[src/rtl/ram_1mb_arbiter_pkg.sv]
// Shared definitions for the two-port RAM arbiter: widths, FSM states, requester ids.
// Latency: n/a (types and constants only).
// Backpressure: n/a.
package ram_1mb_arbiter_pkg;

  localparam int RAM_ADDR_W = 20;
  localparam int RAM_DATA_W = 8;

  typedef enum logic [1:0] {
    S_IDLE  = 2'd0,
    S_ISSUE = 2'd1,
    S_RESP  = 2'd2
  } state_e;

  typedef enum logic {
    REQ_A = 1'b0,
    REQ_B = 1'b1
  } req_id_e;

  // One-hot request mask for a requester id, bit 0 = A, bit 1 = B.
  function automatic logic [1:0] id_mask(req_id_e id);
    return (id == REQ_B) ? 2'b10 : 2'b01;
  endfunction

endpackage

[src/rtl/ram_1mb_arbiter_rr_arb2.sv]
// Two-way round-robin picker: on a tie the requester not granted last wins.
// Latency: combinational pick; pointer updates on the clock edge when upd_i is high.
// Backpressure: excluded requests are ignored this cycle; nothing is queued.
module ram_1mb_arbiter_rr_arb2
  import ram_1mb_arbiter_pkg::*;
(
  input  logic       clk,
  input  logic       rst_n,
  input  logic [1:0] req_i,
  input  logic [1:0] excl_i,
  input  logic       upd_i,
  input  req_id_e    upd_id_i,
  output req_id_e    win_o,
  output logic       vld_o
);

  req_id_e    last_q;
  req_id_e    last_d;
  logic [1:0] elig;

  // Pick among eligible requests; the last-granted pointer breaks ties.
  always_comb begin
    elig   = req_i & ~excl_i;
    vld_o  = |elig;
    win_o  = REQ_A;
    last_d = upd_i ? upd_id_i : last_q;
    if (elig == 2'b11) begin
      win_o = (last_q == REQ_A) ? REQ_B : REQ_A;
    end else if (elig[1]) begin
      win_o = REQ_B;
    end
  end

  // Pointer starts at B so A wins the first tie after reset.
  always_ff @(posedge clk) begin
    if (!rst_n) begin
      last_q <= REQ_B;
    end else begin
      last_q <= last_d;
    end
  end

endmodule

[src/rtl/ram_1mb_arbiter.sv]
// Round-robin arbiter/sequencer letting requesters A and B share one single-port 1 MB RAM.
// Latency: req seen in IDLE -> ISSUE next cycle -> done pulse the cycle after; 2 cycles/txn when contended.
// Backpressure: requester holds req and its command until done; the loser simply waits.
module ram_1mb_arbiter
  import ram_1mb_arbiter_pkg::*;
#(
  parameter int ADDR_W = RAM_ADDR_W,
  parameter int DATA_W = RAM_DATA_W
) (
  input  logic              clk,
  input  logic              rst_n,
  input  logic              a_req,
  input  logic              a_we,
  input  logic [ADDR_W-1:0] a_addr,
  input  logic [DATA_W-1:0] a_wdata,
  output logic              a_gnt,
  output logic              a_done,
  output logic [DATA_W-1:0] a_rdata,
  input  logic              b_req,
  input  logic              b_we,
  input  logic [ADDR_W-1:0] b_addr,
  input  logic [DATA_W-1:0] b_wdata,
  output logic              b_gnt,
  output logic              b_done,
  output logic [DATA_W-1:0] b_rdata,
  output logic              ram_we,
  output logic [ADDR_W-1:0] ram_addr,
  output logic [DATA_W-1:0] ram_wdata,
  input  logic [DATA_W-1:0] ram_rdata
);

  state_e            state_q;
  req_id_e           owner_q;
  logic              we_q;
  logic              ram_we_q;
  logic [ADDR_W-1:0] ram_addr_q;
  logic [DATA_W-1:0] ram_wdata_q;
  logic              a_gnt_q, b_gnt_q;
  logic              a_done_q, b_done_q;
  logic [DATA_W-1:0] a_rdata_q, b_rdata_q;

  req_id_e           arb_win;
  logic              arb_vld;
  logic [1:0]        arb_excl;
  logic              launch;
  logic              sel_we;
  logic [ADDR_W-1:0] sel_addr;
  logic [DATA_W-1:0] sel_wdata;

  // The owner finishing in RESP may still hold req; keep it out of the next pick.
  assign arb_excl = (state_q == S_RESP) ? id_mask(owner_q) : 2'b00;

  ram_1mb_arbiter_rr_arb2 u_rr (
    .clk      (clk),
    .rst_n    (rst_n),
    .req_i    ({b_req, a_req}),
    .excl_i   (arb_excl),
    .upd_i    (state_q == S_RESP),
    .upd_id_i (owner_q),
    .win_o    (arb_win),
    .vld_o    (arb_vld)
  );

  // Command of the current arbitration winner, and whether a new transaction starts now.
  always_comb begin
    sel_we    = (arb_win == REQ_B) ? b_we    : a_we;
    sel_addr  = (arb_win == REQ_B) ? b_addr  : a_addr;
    sel_wdata = (arb_win == REQ_B) ? b_wdata : a_wdata;
    launch    = arb_vld && ((state_q == S_IDLE) || (state_q == S_RESP));
  end

  // Sequencer FSM with registered grant/done/RAM-drive outputs.
  always_ff @(posedge clk) begin
    if (!rst_n) begin
      state_q     <= S_IDLE;
      owner_q     <= REQ_A;
      we_q        <= 1'b0;
      ram_we_q    <= 1'b0;
      ram_addr_q  <= '0;
      ram_wdata_q <= '0;
      a_gnt_q     <= 1'b0;
      b_gnt_q     <= 1'b0;
      a_done_q    <= 1'b0;
      b_done_q    <= 1'b0;
      a_rdata_q   <= '0;
      b_rdata_q   <= '0;
    end else begin
      a_done_q <= 1'b0;
      b_done_q <= 1'b0;
      ram_we_q <= 1'b0;
      case (state_q)
        S_IDLE: ;
        S_ISSUE: begin
          state_q  <= S_RESP;
          a_done_q <= (owner_q == REQ_A);
          b_done_q <= (owner_q == REQ_B);
        end
        S_RESP: begin
          if (!we_q) begin
            if (owner_q == REQ_A) a_rdata_q <= ram_rdata;
            else                  b_rdata_q <= ram_rdata;
          end
          a_gnt_q <= 1'b0;
          b_gnt_q <= 1'b0;
          state_q <= S_IDLE;
        end
        default: state_q <= S_IDLE;
      endcase
      // A new transaction overrides the IDLE/RESP defaults above.
      if (launch) begin
        state_q     <= S_ISSUE;
        owner_q     <= arb_win;
        we_q        <= sel_we;
        ram_we_q    <= sel_we;
        ram_addr_q  <= sel_addr;
        ram_wdata_q <= sel_wdata;
        a_gnt_q     <= (arb_win == REQ_A);
        b_gnt_q     <= (arb_win == REQ_B);
      end
    end
  end

  // Read data comes straight from the RAM during the done cycle, then from the hold register.
  assign a_rdata   = (a_done_q && !we_q) ? ram_rdata : a_rdata_q;
  assign b_rdata   = (b_done_q && !we_q) ? ram_rdata : b_rdata_q;
  // Gate with rst_n so a write can never land while reset is asserted.
  assign ram_we    = ram_we_q & rst_n;
  assign ram_addr  = ram_addr_q;
  assign ram_wdata = ram_wdata_q;
  assign a_gnt     = a_gnt_q;
  assign b_gnt     = b_gnt_q;
  assign a_done    = a_done_q;
  assign b_done    = b_done_q;

endmodule

[config.mk]
export PLATFORM = sky130hd
export DESIGN_NAME = ram_1mb_arbiter
export DESIGN_NICKNAME = d
export VERILOG_FILES = /design/src/rtl/ram_1mb_arbiter_pkg.sv /design/src/rtl/ram_1mb_arbiter_rr_arb2.sv /design/src/rtl/ram_1mb_arbiter.sv
export SDC_FILE = /design/constraint.sdc
export NUM_CORES = 1
export LEC_CHECK = 0
export BUFFER_PORTS_ARGS = -buffer_cell sky130_fd_sc_hd__buf_2
export CAP_MARGIN = 40
export CORE_ASPECT_RATIO = 1.25
export CORE_MARGIN = 1
export CORE_UTILIZATION = 40
export DETAILED_ROUTE_END_ITERATION = 8
export PLACE_DENSITY = 0.86
export SLEW_MARGIN = 0
export SYNTH_ARGS = -nofsm -noshare
export SYNTH_HDL_FRONTEND = slang
export SYNTH_SLANG_ARGS = --single-unit
[constraint.sdc]
create_clock -name clk -period 1.5 [get_ports clk]
set_input_delay 0.225 -clock clk [delete_from_list [all_inputs] [get_ports clk]]
set_output_delay 0.225 -clock clk [all_outputs]
set_load 0.005 [all_outputs]
; ---- Word-level counts from Yosys, hierarchy flattened
; Cells that the tools add are included.
[op_classes]
n_reduce_logical = 13
muxes = 15
n_eq_ne = 4
n_bitwise = 7
[ops]
columns = operator, count
row1 = $mux 8, 3
row2 = $mux 20, 1
row3 = $mux 1, 8
row4 = $reduce_and 3->1, 2
row5 = $eq 2x2->1 const B, 2
row6 = $mux 2, 2
row7 = $not 1->1, 4
row8 = $pmux 2 s2, 1
row9 = $reduce_and 2->1, 2
row10 = $reduce_or 2->1, 2
row11 = $logic_and 1x1->1, 3
row12 = $and 2x2->2, 1
row13 = $eq 2x1->1 const B, 1
row14 = $logic_not 2->1, 1
row15 = $ne 2x2->1 const B, 1
row16 = $not 2->2, 1
row17 = $reduce_bool 2->1, 1
row18 = $and 1x1->1, 1
row19 = $logic_not 1->1, 1
row20 = $logic_or 1x1->1, 1
[totals]
reg_bits = 54
word_cells = 53
inputBits = 70
output_inout_bits = 49

; ---- Depth between registers and ports, before layout
; Gate-level depths: netlist of run 1.
[depth]
ltp_word = 8
mapped_depth = 7
depth_no_buf = 4

; ---- Modules after synthesis
; From an unflattened synthesis of run 1, not the netlist that was laid out.
[unflattened]
hier_cells = 253
area_unflattened_um2 = 2402.3
[modules_own_cells]
columns = module, cells_each, seq_area_each_um2, area_each_um2, n_inst
row1 = ram_1mb_arbiter, 245, 1061.0, 2329.7, 1
row2 = ram_1mb_arbiter_rr_arb2, 8, 20.0, 72.6, 1

; ---- Least setup slack after synthesis of run 1
; No wires, ideal clock.
[synth_path]
path_type = reg2reg
start = reg state_q[1]
end = reg ram_addr_q[19], in the netlist ram_addr[19]
path_stages_with_launch = 8
setup_ps = 122
synth_period_minus_slack_ps = 1561
arrival_ps = 1439
setup_slack_ps = -61
n_path_buf = 3
required_ps = 1378
path_cell_list = dfxtp_1 > buf_6 > nor3b_1 > and4bb_1 > buf_6 > buf_2 > and2_1 > a221o_1
[synth_via]
elab_chain_len = 7
elab_cells_between_ends = 12
classes_between = 2 x eq/ne / 4 x mux / 2 x bitwise / 4 x reduce/logical
[synth_rtl]
columns = item, line
row1 = from (decl), ram_1mb_arbiter.sv:32  ; state_e state_q;
row2 = from (signal assigned), ram_1mb_arbiter.sv:75  ; state_q <= S_IDLE;
row3 = from (signal assigned), ram_1mb_arbiter.sv:94  ; state_q <= S_RESP;
row4 = from (signal assigned), ram_1mb_arbiter.sv:105  ; state_q <= S_IDLE;
row5 = $eq 2x2->1, "ram_1mb_arbiter.sv:51, ram_1mb_arbiter.sv:69"
row6 = $mux 2, ram_1mb_arbiter.sv:51  ; assign arb_excl = (state_q == S_RESP) ? id_mask(owner_q) : 2'b00;
row7 = $not 2->2, ram_1mb_arbiter_rr_arb2.sv:23  ; elig = req_i & ~excl_i;
row8 = $and 2x2->2, ram_1mb_arbiter_rr_arb2.sv:23
row9 = $eq 2x2->1 / $mux 1 (equally long branches), "ram_1mb_arbiter_rr_arb2.sv:27, ram_1mb_arbiter_rr_arb2.sv:29"
row10 = $mux 1, ram_1mb_arbiter_rr_arb2.sv:27  ; if (elig == 2'b11) begin
row11 = $mux 20, ram_1mb_arbiter.sv:67  ; sel_addr = (arb_win == REQ_B) ? b_addr : a_addr;
row12 = to (signal assigned), ram_1mb_arbiter.sv:115  ; ram_addr_q <= sel_addr;
row13 = to (decl), ram_1mb_arbiter.sv:36  ; logic [ADDR_W-1:0] ram_addr_q;
; Several ways; a longest one is shown, not always the timed one.
; A chain may end at the register's enable or synchronous reset.

; ---- Worst setup path after layout of run 1
[layout_path]
start = reg u_rr.last_q
end = reg ram_addr_q[9], in the netlist ram_addr[9]
[layout_via]
elab_chain_len = 3
[layout_rtl]
columns = item, line
row1 = from (decl), ram_1mb_arbiter_rr_arb2.sv:17  ; req_id_e last_q;
row2 = from (signal assigned), ram_1mb_arbiter_rr_arb2.sv:39  ; last_q <= last_d;
row3 = $mux 1, ram_1mb_arbiter_rr_arb2.sv:28  ; win_o = (last_q == REQ_A) ? REQ_B : REQ_A;
row4 = $mux 1, ram_1mb_arbiter_rr_arb2.sv:27
row5 = $mux 20, ram_1mb_arbiter.sv:67
; No other way between the ends.

==> impl_metrics.json, run 1 <==
{
  "status": "complete, but fails checks",
  "failed_checks": "negative setup slack",
  "ctsLongestPathBuffers": 2,
  "cp_max_fo": 7,
  "port_buffers": 118,
  "synth_most_common_cell": "nand2_1",
  "final_cell_count_no_fill": 455,
  "synth_common_cells": "nand2_1 (70), dfxtp_1 (54), and2_1 (31)",
  "syn_nets": 323,
  "slew_viol_final": 0,
  "p_per_area_nw_per_um2": 939.5,
  "grt_pass1_vias": 2130,
  "criticalPathCategory": "reg -> reg",
  "dr_total_vias": 2329,
  "gp_congestion": 0.8617,
  "ant_nets": 0,
  "fp.dieArea_um2": 5988,
  "grt_pass1_wl_um": 9922,
  "max_slew_margin_pct": 77.15,
  "design.portCount": 119,
  "syn_area_um2": 2272,
  "tritoncts": "yes",
  "grt.total_usage_pct": 20.88,
  "synth.largest_area_cell": "dfxtp_1",
  "clkLatencyLatePin_ps": 300,
  "dp_cells": 438,
  "hp-class": "in -> reg",
  "cts-root-buf": "clkbuf_8",
  "nets": 460,
  "tightest_slew_ps": 341.2,
  "synth.distinct_cells": 29,
  "hold_buffers": 0,
  "setup_slack_ps": -72.06,
  "power_uw": 3187,
  "maxCapViolations": 0,
  "async_flop_share_pct": 0,
  "wl_um": 6405,
  "fin_util_pct": 62.32,
  "seq_area_frac_synth_pct": 47.58,
  "die-width_um": 69.41,
  "ir_drop_mv": 0.6120,
  "fin_skew_ps": 6.820,
  "final_layout_size_suffix_gt1_share_pct": 51.15,
  "synth_edf_count": 0,
  "cp.required_ps": 1700,
  "min_path_cells": 2,
  "grt.overflow.total": 0,
  "ys_ff_latch": 54,
  "fmax_ghz": 0.6361,
  "htree_levels": 2,
  "finalHoldViolCount": 0,
  "rsz0062_at_grt": "yes",
  "hpwl_um": 4448,
  "antenna_cells": 0,
  "p_leak_uw": 0.001687,
  "synthTopCellsByArea": "dfxtp_1 (48%), a221o_1 (12%), nand2_1 (12%), and2_1 (8.5%), mux2i_1 (3.5%)",
  "via_per_inst": 5.119,
  "antenna_found_initial": 1,
  "path_clk_slew_ps": 100,
  "arrival_ps": 1770,
  "syn_inst": 253,
  "end_kind": "flop",
  "ys_warn_count": 0,
  "cts_made_buffers": 5,
  "finalInstanceArea_um2": 3392,
  "numClockSinks": 54,
  "routedWlPerCell_um": 14.08,
  "fin_crit_ps": 1572,
  "place_area_um2": 3024,
  "min_period_over_period_pct": 104.8,
  "reg2reg_depth": 6,
  "rows": 30,
  "synthFlopType": "dfxtp_1",
  "pre_cts_slack_ps": -80.58,
  "core_um2": 5443,
  "drt-pass1-iter-count": 4,
  "synth.top_cell.area_share_pct": 47.58,
  "dr.first_iter.drc_count": 52,
  "r2r_slack_ps": -70,
  "die_h_um": 86.27,
  "setup_viol": 30,
  "route.detailed.drc": 0,
  "start_kind": "flop",
  "syn_area_per_cell_um2": 8.981,
  "start_util_pct": 41.75,
  "grt_max_degree": 30,
  "area_delta_synth_final_pct": 49.28
}
==> cells by family after synthesis <==
| group | count (synthesis) | synth area share, % |
|---|---|---|
| compound gates | 46 | 17.51 |
| simple gates | 126 | 26.32 |
| flops | 54 | 47.58 |
| mux | 9 | 4.020 |
| buf+inv | 18 | 4.570 |
==> area by class of cell <==
| class | instances | area (µm²) |
|---|---|---|
| fillers | 442 | 2051 |
| multi-input cells | 181 | 1205 |
| flip-flops and latches | 54 | 1091 |
| repair buffers | 145 | 894.6 |
| well taps | 64 | 80.08 |
| clock buffers | 6 | 72.57 |
| clock inverters | 2 | 37.54 |
| inverters | 3 | 11.26 |
==> layout by cell type (no fill, tap or decap), drive strengths merged, types with 3 or more instances in the layout <==
master and count:
buf 144, a21oi 12, nor2b 3, nand2 70, a221o 28, dfxtp 54, clkbuf 7, mux2i 8
and2 32, inv 3, nor2 10
==> state kept, by name (all words and copies together) (netlist names) <==
name and count:
ram_wdata 8, owner_q 1, state_q 2, a_gnt 1
b_gnt 1, we_q 1, b_rdata_q 8, u_rr.last_q 1
b_done 1, ram_addr 20, a_rdata_q 8, ram_we_q 1
a_done 1
==> stage by stage <==
stage,hold WS [ps],TNS (ps)
floorplan,361.0,0
global placement,442.2,-10920
detailed placement,450.9,-1641
CTS,121.5,-2174
global route,118.2,-2824
finish,135.6,-1505
==> final timing paths <==
path / start / to
max reg2reg: u_rr.last_q$_SDFFE_PN1N_ / ram_addr[9]$_SDFFE_PN0P_
min reg2reg: a_rdata_q[1]$_SDFFE_PN0P_ / a_rdata_q[1]$_SDFFE_PN0P_
min: b_addr[2] / ram_addr[2]$_SDFFE_PN0P_
max: u_rr.last_q$_SDFFE_PN1N_ / ram_addr[9]$_SDFFE_PN0P_
==> repair_timing <==
action	4_1_cts	5_1_grt
cloned	2	1
gates resized for setup	27	24
pin swaps	5	32
setup buffers	3	3
endpoints found under the setup margin	44	54
==> layer usage <==
| metal | global-route usage [%] | vias up | wire [µm] |
|---|---|---|---|
| met5 | 0 | - | 0 |
| met4 | 7.421 | 0 | 74 |
| met3 | 6.395 | 7 | 457 |
| met1 | 24.08 | 1086 | 2669 |
| met2 | 36.54 | 86 | 3204 |
| li1 | - | 1150 | - |
==> power by group <==
part / leakage [µW] / internal (µW) / switching [µW]
logic: 0.00119 / 357 / 270
clock network: 0.0000514 / 498 / 466
registers: 0.000444 / 1540 / 56.2
total: 0.00169 / 2390 / 792
==> critical path, cell delays in order, from the launching register on <==
cell and delay, ps:
dfxtp_2 340, buf_6 110, nor3b_2 190, and4bb_4 280, clkbuf_16 180, and2_4 130
a221o_1 250
No activity file was read; power rests on OpenSTA's default activity.
==> run 2: changes to the inputs <==
--- a/config.mk
+++ b/config.mk
@@ -5,11 +5,12 @@
 export SDC_FILE = /design/constraint.sdc
 export NUM_CORES = 1
 export LEC_CHECK = 0
+export ABC_AREA = 1
 export BUFFER_PORTS_ARGS = -buffer_cell sky130_fd_sc_hd__buf_2
 export CAP_MARGIN = 40
 export CORE_ASPECT_RATIO = 1.25
 export CORE_MARGIN = 1
-export CORE_UTILIZATION = 40
+export CORE_UTILIZATION = 41
 export DETAILED_ROUTE_END_ITERATION = 8
 export PLACE_DENSITY = 0.86
 export SLEW_MARGIN = 0
==> run 2 against run 1 <==
Compared with the run above: design area down 4.2%; sequential power about the same; first-iteration DRC count grew 130%; combinational power increased by 2%; critical path type is now reg -> out; the run ends with design-rule violations left; non-clock buffer count down 18; largest power group unchanged.
==> impl_metrics.json, run 2 <==
{
  "status": "complete, but fails checks",
  "failed_checks": "design-rule violations",
  "cp_slowest_cell": "dfxtp_2",
  "finalInstanceArea_um2": 3251,
  "cts_made_buffers": 5,
  "gp_congestion": 0.7747,
  "crit_path_max_incr_delay_ps": 350,
  "die_h_um": 88.67,
  "finalHoldViolCount": 0,
  "share_comb_of_total_power_pct": 20.0,
  "final_cell_count_no_fill": 540,
  "cp_max_fo": 8,
  "routedWlPerCell_um": 11.69,
  "grt_pass1_vias": 2341,
  "r2r_slack_ps": 130,
  "async_flop_share_pct": 0,
  "syn_nets": 432,
  "antenna_found_initial": 0,
  "hp-class": "in -> reg",
  "pre_cts_slack_ps": 29.35,
  "fillers": 546,
  "synth.distinct_cells": 16,
  "r2r_start": "state_q[0]$_SDFFE_PN0P_",
  "tritoncts": "yes",
  "synth_most_common_cell": "nand2_1",
  "path_clk_slew_ps": 100,
  "synth.largest_area_cell": "dfxtp_1",
  "synth_common_cells": "nand2_1 (142), dfxtp_1 (54), a21oi_1 (47)",
  "dr.first_iter.drc_count": 120,
  "final_layout_size_suffix_gt1_share_pct": 31.86,
  "grt_pass1_wl_um": 9880,
  "crit_chain": "inv_2 > nand2_2 > o21ai_0 > buf_2",
  "core_um2": 5779,
  "layout_commonest_cell": "nand2_1",
  "rows": 31,
  "ys_warn_count": 0,
  "criticalPathCategory": "reg -> out",
  "clockPowerShare_pct": 30.4,
  "maxCapViolations": 0,
  "p_sw_uw": 890.2,
  "synthFlopType": "dfxtp_1",
  "cts-root-buf": "clkbuf_8",
  "htree_levels": 2,
  "reg2reg_depth": 8,
  "seq_area_frac_synth_pct": 43.88,
  "grt.overflow.total": 0,
  "min_period_over_period_pct": 95.36,
  "ys_ff_latch": 54,
  "cts_setup_buffers": 0,
  "dr_total_vias": 2662,
  "largest_reg_flops": 20,
  "arrival_ps": 1210,
  "slew_viol_final": 0,
  "holdPathEnd": "a_rdata_q[3]$_SDFFE_PN0P_",
  "syn_area_um2": 2464,
  "seqPwrFrac_pct": 49.5,
  "start_kind": "flop",
  "tightest_slew_ps": 324.1,
  "drt-pass1-iter-count": 7,
  "dp_cells": 531,
  "setup_viol": 0,
  "ir_drop_mv": 0.6161,
  "fin_crit_ps": 1430,
  "synth.top_cell.area_share_pct": 43.88,
  "fp.dieArea_um2": 6324,
  "r2r-end": "ram_wdata[4]$_SDFFE_PN0P_",
  "antenna_cells": 0,
  "grt_max_degree": 33,
  "start_util_pct": 42.63,
  "min_path_cells": 3,
  "die-width_um": 71.33,
  "nets": 543,
  "fmax_ghz": 0.6991,
  "area_delta_synth_final_pct": 31.95,
  "syn_inst": 362,
  "p_per_area_nw_per_um2": 984.6,
  "hp-start": "ram_rdata[3]",
  "end_kind": "output port",
  "place_area_um2": 3067,
  "synthTopCellsByArea": "dfxtp_1 (44%), nand2_1 (22%), a21oi_1 (9.5%), nand3_1 (6.7%), o21ai_0 (6.7%)",
  "route.detailed.drc": 7,
  "setup_slack_ps": 69.61,
  "clkLatencyLatePin_ps": 310,
  "ant_nets": 0,
  "internal_power_uw": 2310,
  "p_leak_uw": 0.001709,
  "max_slew_margin_pct": 78.40,
  "fin_skew_ps": 8.171,
  "hpwl_um": 4504,
  "wl_um": 6312,
  "grt.total_usage_pct": 19.83,
  "final_cell_mix": "nand2_1 (140), buf_2 (118), dfxtp_1 (51)",
  "cp.required_ps": 1270,
  "port_buffers": 118,
  "numClockSinks": 54,
  "design.portCount": 119,
  "syn_area_per_cell_um2": 6.806,
  "ctsLongestPathBuffers": 2,
  "synth_edf_count": 0,
  "switching_share_pct": 27.82,
  "via_per_inst": 4.930
}
[run 2: cell count changes after synthesis, moves of 3 or more]
cell,previous run,this run
and2_1,31,0
inv_1,3,15
nand3_1,1,33
nand2_1,70,142
buf_4,0,8
a221o_1,28,0
nand3_2,0,3
nor2_1,9,4
nor2b_1,3,0
inv_2,0,4
mux2i_1,8,0
a21oi_1,12,47
o21ai_0,0,33
[run 2: critical path, delay by kind of cell, from the launching register on]
family | cells | cell delay [ps]
AO/OA/AOI/OAI | 1 | 170
buffers and inverters | 2 | 240
flip-flops | 1 | 350
AND/OR/NAND/NOR | 1 | 140
[run 2: final cells by class]
cell class                      instances  area, µm²  area share [%]
Multi-Input combinational cell        266       1190           36.61
Sequential cell                        54       1085           33.37
Timing Repair Buffer                  127      703.2           21.63
Tap cell                               66      82.58           2.540
Inverter                               19      76.32           2.348
Clock buffer                            5      68.82           2.117
Clock inverter                          3      45.04           1.386
[run 2: power by group through the flow]
stage               Clock (µW)  Combinational [µW]  Sequential (µW)
floorplan                    0                 366             1620
global placement             0                 593             1610
detailed placement           0                 609             1610
CTS                       1000                 614             1580
global route              1050                 730             1600
finish                     974                 641             1590
[run 2: what timing repair did]
action / CTS / global route
pin swaps: 0 / 1
endpoints found under the hold margin: 0 / 0
hold buffers: 0 / 0
gates resized for setup: 3 / 21
cloned: 0 / 1
setup endpoints to repair: 18 / 48
[run 2: how the worst max path moves through the flow]
stage               slack, ps                         to                    start  cells past startpoint
floorplan                 280  ram_addr[10]$_SDFFE_PN0P_  state_q[1]$_SDFFE_PP0P_                      9
global placement           90          we_q$_SDFFE_PN0P_     owner_q$_SDFFE_PN0P_                     10
detailed placement         30          we_q$_SDFFE_PN0P_     owner_q$_SDFFE_PN0P_                     10
CTS                       -40                 a_rdata[3]        we_q$_SDFFE_PN0P_                      5
global route              -10  ram_wdata[4]$_SDFFE_PN0P_  state_q[0]$_SDFFE_PN0P_                      8
finish                     70                 a_rdata[5]        we_q$_SDFFE_PN0P_                      4
[run 2: logic make-up after synthesis]
| kind of cell | synth area share, % |
|---|---|
| flops | 43.88 |
| simple gates | 30.88 |
| compound gates | 16.25 |
| buf+inv | 8.989 |
[run 2: layer usage]
metal / vias to the layer above / wire length, µm / part of all wire [%] / GRT usage, %
li1: 1390 / - / - / -
met1: 1173 / 2643 / 42 / 22.00
met2: 91 / 3150 / 50 / 36.19
met3: 8 / 409 / 6.5 / 4.897
met4: 0 / 108 / 1.7 / 8.182
met5: - / 0 / 0 / 0
[run 2: stage by stage]
step / util, % / power (µW) / hold slack, ps / TNS (ps)
CTS: 55.16 / 3199 / 178.2 / -309.4
detailed placement: 53.06 / 2223 / 452.1 / 0
global placement: 53.06 / 2204 / 449.8 / 0
finish: 56.25 / 3200 / 188.8 / 0
global route: 56.25 / 3372 / 196.7 / -33.87
floorplan: - / 1982 / 402.4 / 0
